`src/rtl/font_loader.sv`:
```
// Copies NWORDS words from the font staging buffer into character-generator SPRAM under req/gnt.
// Optional FONT_LOADER_CHECKSUM_EN adds a running 16-bit sum of written words on checksum_o.
module font_loader #(
    parameter int unsigned BUF_AW   = 8,
    parameter int unsigned SPRAM_AW = 14,
    parameter int unsigned NWORDS   = 256
) (
    input  logic                clk_i,
    input  logic                rst_ni,
    input  logic                start_i,
    input  logic [SPRAM_AW-1:0] base_addr_i,
    output logic                buf_rd_o,
    output logic [BUF_AW-1:0]   buf_rd_addr_o,
    input  logic [15:0]         buf_rd_data_i,
    output logic                spram_req_o,
    input  logic                spram_gnt_i,
    output logic                spram_we_o,
    output logic [SPRAM_AW-1:0] spram_addr_o,
    output logic [15:0]         spram_wdata_o,
    output logic                busy_o,
    output logic                done_o
`ifdef FONT_LOADER_CHECKSUM_EN
    ,
    output logic [15:0]         checksum_o
`endif
);

    localparam int unsigned IdxW = BUF_AW + 1;
    localparam logic [IdxW-1:0] NWordsL = IdxW'(NWORDS);
    localparam logic [IdxW-1:0] LastIdx = IdxW'(NWORDS - 1);

    typedef enum logic [1:0] {StIdle, StArb, StXfer, StFin} state_e;

    state_e              state_q;
    logic [SPRAM_AW-1:0] base_q;
    logic [IdxW-1:0]     rd_idx_q;
    logic [IdxW-1:0]     wr_idx_q;
    logic                pending_q;
    logic                req_q;
    logic                busy_q;
    logic                done_q;

    logic active;
    logic rd_fire;
    logic wr_fire;
    logic last_wr;

    // Read/write strobes stay combinational on gnt so a dropped grant blocks them the same cycle.
    always_comb begin
        active  = ((state_q == StArb) || (state_q == StXfer)) && spram_gnt_i;
        rd_fire = active && (rd_idx_q < NWordsL);
        wr_fire = active && pending_q;
        last_wr = wr_fire && (wr_idx_q == LastIdx);

        buf_rd_o      = rd_fire;
        buf_rd_addr_o = rd_idx_q[BUF_AW-1:0];
        spram_we_o    = wr_fire;
        spram_addr_o  = base_q + SPRAM_AW'(wr_idx_q);
        spram_wdata_o = buf_rd_data_i;
        spram_req_o   = req_q;
        busy_o        = busy_q;
        done_o        = done_q;
    end

    always_ff @(posedge clk_i or negedge rst_ni) begin
        if (!rst_ni) begin
            state_q   <= StIdle;
            base_q    <= '0;
            rd_idx_q  <= '0;
            wr_idx_q  <= '0;
            pending_q <= 1'b0;
            req_q     <= 1'b0;
            busy_q    <= 1'b0;
            done_q    <= 1'b0;
        end else begin
            unique case (state_q)
                StIdle: begin
                    if (start_i) begin
                        base_q    <= base_addr_i;
                        rd_idx_q  <= '0;
                        wr_idx_q  <= '0;
                        pending_q <= 1'b0;
                        req_q     <= 1'b1;
                        busy_q    <= 1'b1;
                        state_q   <= StArb;
                    end
                end
                StArb: begin
                    if (spram_gnt_i) state_q <= StXfer;
                end
                StXfer: begin
                    if (last_wr) begin
                        req_q   <= 1'b0;
                        done_q  <= 1'b1;
                        state_q <= StFin;
                    end
                end
                StFin: begin
                    done_q  <= 1'b0;
                    busy_q  <= 1'b0;
                    state_q <= StIdle;
                end
                default: state_q <= StIdle;
            endcase

            // Buffer data holds while ungranted, so frozen pending needs no re-read on regrant.
            if (active)  pending_q <= rd_fire;
            if (rd_fire) rd_idx_q  <= rd_idx_q + IdxW'(1);
            if (wr_fire) wr_idx_q  <= wr_idx_q + IdxW'(1);
        end
    end

`ifdef FONT_LOADER_CHECKSUM_EN
    logic [15:0] checksum_q;

    always_ff @(posedge clk_i or negedge rst_ni) begin
        if (!rst_ni) begin
            checksum_q <= '0;
        end else if ((state_q == StIdle) && start_i) begin
            checksum_q <= '0;
        end else if (wr_fire) begin
            checksum_q <= checksum_q + buf_rd_data_i;
        end
    end

    always_comb checksum_o = checksum_q;
`endif

endmodule

```
`config.mk`:
```
export PLATFORM = sky130hd
export DESIGN_NAME = font_loader
export DESIGN_NICKNAME = d
export VERILOG_FILES = /design/src/rtl/font_loader.sv
export SDC_FILE = /design/constraint.sdc
export NUM_CORES = 1
export LEC_CHECK = 0
export CORE_ASPECT_RATIO = 0.8
export CORE_MARGIN = 3
export CORE_UTILIZATION = 40
export DETAILED_ROUTE_END_ITERATION = 8
export PLACE_DENSITY_LB_ADDON = 0.05
export SYNTH_ARGS = -nofsm -noshare
export SYNTH_HDL_FRONTEND = slang
export SYNTH_SLANG_ARGS = --single-unit
```
`constraint.sdc`:
```
create_clock -name clk_i -period 2.53 [get_ports clk_i]
set_clock_uncertainty 0.15 [all_clocks]
set_input_delay 0.253 -clock clk_i [delete_from_list [all_inputs] [get_ports clk_i]]
set_output_delay 0.253 -clock clk_i [all_outputs]
set_load 0.005 [all_outputs]
```
==> impl_metrics.env <==
export IMPL_outcome="finished with violations"
export IMPL_violations="setup timing"
export IMPL_fin_setup_tns_ns=-0.0761
export IMPL_fin_area_mm2=0.00318
export IMPL_synth_area_leader_cell="dfrtp_1"
export IMPL_rsz0062_at_grt="true"
export IMPL_start_util_pct=43.2
export IMPL_whs_ns=0.351
export IMPL_ys_warn_count=0
export IMPL_antenna_cells=0
export IMPL_drt_vias_per_instance=5.06
export IMPL_period_needed_ns=2.58
export IMPL_crit_family="adder cells"
export IMPL_antenna_found_initial=0
export IMPL_grt_pass1_vias=1841
export IMPL_r2r_cells=9
export IMPL_irDropWorstVdd_v=0.000502
export IMPL_drc=0
export IMPL_timing_rr_end="state_q[0]$_DFFE_PN0P_"
export IMPL_hold_class="register to register"
export IMPL_worstReg2RegStart="wr_idx_q[1]$_DFFE_PN0P_"
export IMPL_die_x_um=93.6
export IMPL_placed_area_mm2=0.00296
export IMPL_hold_viol_final=0
export IMPL_grt_pass1_wl_um=8890
export IMPL_firstDrtPassIters=6
export IMPL_grt_util_all_layers_pct=15.6
export IMPL_core_region_area_mm2=0.00568
export IMPL_cp_end_kind="primary output"
export IMPL_synth_fp_nets=306
export IMPL_hp_start="rd_idx_q[8]$_DFFE_PN0P_"
export IMPL_period_share_pct=102
export IMPL_area_delta_synth_final_pct=29.4
export IMPL_wirelength_um=5340
export IMPL_netlist_area_mm2=0.00245
export IMPL_drive_gt1_share_pct=26.1
export IMPL_synth_seq_area_share_pct=38.8
export IMPL_cts_sinks=38
export IMPL_cp_start_kind="register"
export IMPL_min_path_cells=1
export IMPL_synth_cell_types=42
export IMPL_clockBufferDepth=2
export IMPL_nets=356
export IMPL_synth_async_reset_ratio_pct=100
export IMPL_cts_tree="yes"
export IMPL_ys_seq_elements=38
export IMPL_drtIter0Drc=83
export IMPL_grt_max_degree=39
export IMPL_p_leak_nw=1.42
export IMPL_clk_pin_slew_ns=0.07
export IMPL_cpMaxStageDelayCell="a2111oi_4"
export IMPL_synth_area_top_cells="dfrtp_1 (39%), ha_1 (8.2%), buf_4 (7.6%)"
export IMPL_synthCells=255
export IMPL_cp_num_buf_inv=2
export IMPL_place_hpwl_um=3820
export IMPL_ant_nets=0
export IMPL_worst_pin_slew_ns=0.854
export IMPL_mostFrequentLayoutCells="dfrtp_1 (38), clkdlybuf4s50_1 (32), buf_4 (26), o21ai_0 (25), nand2_1 (21)"
export IMPL_worst_slack_ns=-0.0517
export IMPL_cp_arrival_ns=2.18
export IMPL_cp_data_required_time_ns=2.13
export IMPL_finalPower_mw=3.07
export IMPL_synth_edf_count=0
export IMPL_layout_commonest_cell="dfrtp_1"
export IMPL_syn_area_per_cell_um2=9.62
export IMPL_max_stage_delay_ns=0.39
export IMPL_cts_root_buf="clkbuf_8"
export IMPL_cts_buffers=5
export IMPL_fmax_mhz=387
export IMPL_dieArea_mm2=0.00712
export IMPL_path_max_fanout=3
export IMPL_clock_latency_ns=0.29
export IMPL_slew_headroom_pct=43.1
export IMPL_rows=24
export IMPL_htreeDepth=2
export IMPL_gp_congestion=0.816
export IMPL_io_buffers=44
export IMPL_path_class="register to primary output"
export IMPL_crit_chain="ha_2 -> inv_2 -> fa_2 -> nand2b_4 -> a2111oi_4 -> o31ai_1 -> xnor2_1 -> buf_2"
export IMPL_synthFlopType="dfrtp_1"
export IMPL_grt_overflow=0
export IMPL_dpl_worst_slack_ns=-0.240
export IMPL_min_to="rd_idx_q[8]$_DFFE_PN0P_"
export IMPL_drv_cap=0
export IMPL_die_height_um=76.1
export IMPL_r2r_slack_ns=0.24
export IMPL_wl_per_cell_um=13.9
export IMPL_power_density_mw_per_mm2=966
export IMPL_vias=1944
export IMPL_final_max_slew_violation_count=0
export IMPL_setup_viol=2
export IMPL_synth_top_cell_area_share_pct=38.8
export IMPL_top_level_ports=77
==> cells by family after synthesis <==
family	synth area share (%)
AOI/OAI and AO/OA	16.0
xor gates and xnor gates	4.64
adders and majority gates	8.97
buffers and inverters	10.7
DFF	38.8
muxes	6.83
and+or+nand+nor	14.1
==> synthesized netlist by cell type, types with 2 or more instances <==
master    count
o211ai_1      2
nand3_1      14
a22o_1        2
nand3b_1      2
o31ai_1       5
and2_1        4
a21oi_1      14
xor2_1        4
a32oi_1       2
nand4_1       3
and3_1        5
o21ai_0      25
mux2_2       14
nor2b_1       2
buf_4        25
dfrtp_1      38
nor2_1        8
ha_1         16
nor3_1        2
buf_2         2
nand2_1      21
xnor2_1       9
inv_1        15
clkbuf_1      2
nand2b_1      2
==> area by class of cell <==
| class | instances | area, um^2 |
|---|---|---|
| fillers | 528 | 2500 |
| clock buffers | 8 | 110 |
| inverters | 15 | 56.3 |
| multi-input cells | 173 | 1350 |
| repair buffers | 72 | 616 |
| flip-flops and latches | 38 | 951 |
| well taps | 78 | 97.6 |
==> sequential cells by signal, indices dropped and copies added (netlist names) <==
register,count
state_q,2
rd_idx_q,9
pending_q,1
wr_idx_q,9
base_q,14
done_o,1
spram_req_o,1
busy_o,1
==> routing by layer <==
| metal | GRT usage [%] | up-vias | share of wire, % | wire (um) |
|---|---|---|---|---|
| met4 | 3.90 | 0 | 1.2 | 62 |
| li1 | - | 983 | - | - |
| met1 | 22.4 | 901 | 50 | 2680 |
| met5 | 0 | - | 0 | 0 |
| met3 | 4.84 | 14 | 5.1 | 272 |
| met2 | 22.8 | 46 | 43 | 2320 |
==> per-stage QoR <==
stage	cells	utilization, %
final	384	56.0
after global routing	384	56.0
after CTS	384	55.3
after detailed placement	372	52.2
after global placement	372	52.2
after floorplan	255	-
==> power by group <==
group	internal, mW	switching, mW	total, mW	leakage, nW
Combinational	0.868	0.747	1.62	0.876
Sequential	0.792	0.174	0.966	0.482
Clock	0.275	0.213	0.488	0.0575
Total	1.94	1.13	3.07	1.42
==> worst max path at each step <==
stage	from	cells after the start	endpoint	slack (ns)
finish	base_q[0]$_DFFE_PN0P_	8	spram_addr_o[12]	-0.05
global placement	wr_idx_q[0]$_DFFE_PN0P_	8	spram_addr_o[12]	-0.19
CTS	base_q[0]$_DFFE_PN0P_	8	spram_addr_o[10]	-0.14
floorplan	wr_idx_q[0]$_DFFE_PN0P_	7	spram_addr_o[10]	0.34
global route	base_q[0]$_DFFE_PN0P_	8	spram_addr_o[12]	-0.19
detailed placement	base_q[0]$_DFFE_PN0P_	8	spram_addr_o[10]	-0.24
==> timing repair <==
action / CTS / global route
endpoints found under the hold margin: 38 / 0
gates resized for setup: 32 / 21
buffers inserted: 3 / 0
hold buffers: 1 / 0
pin swaps: 15 / 10
setup endpoints to repair: 10 / 15
Power figures use the tool's default switching activity.
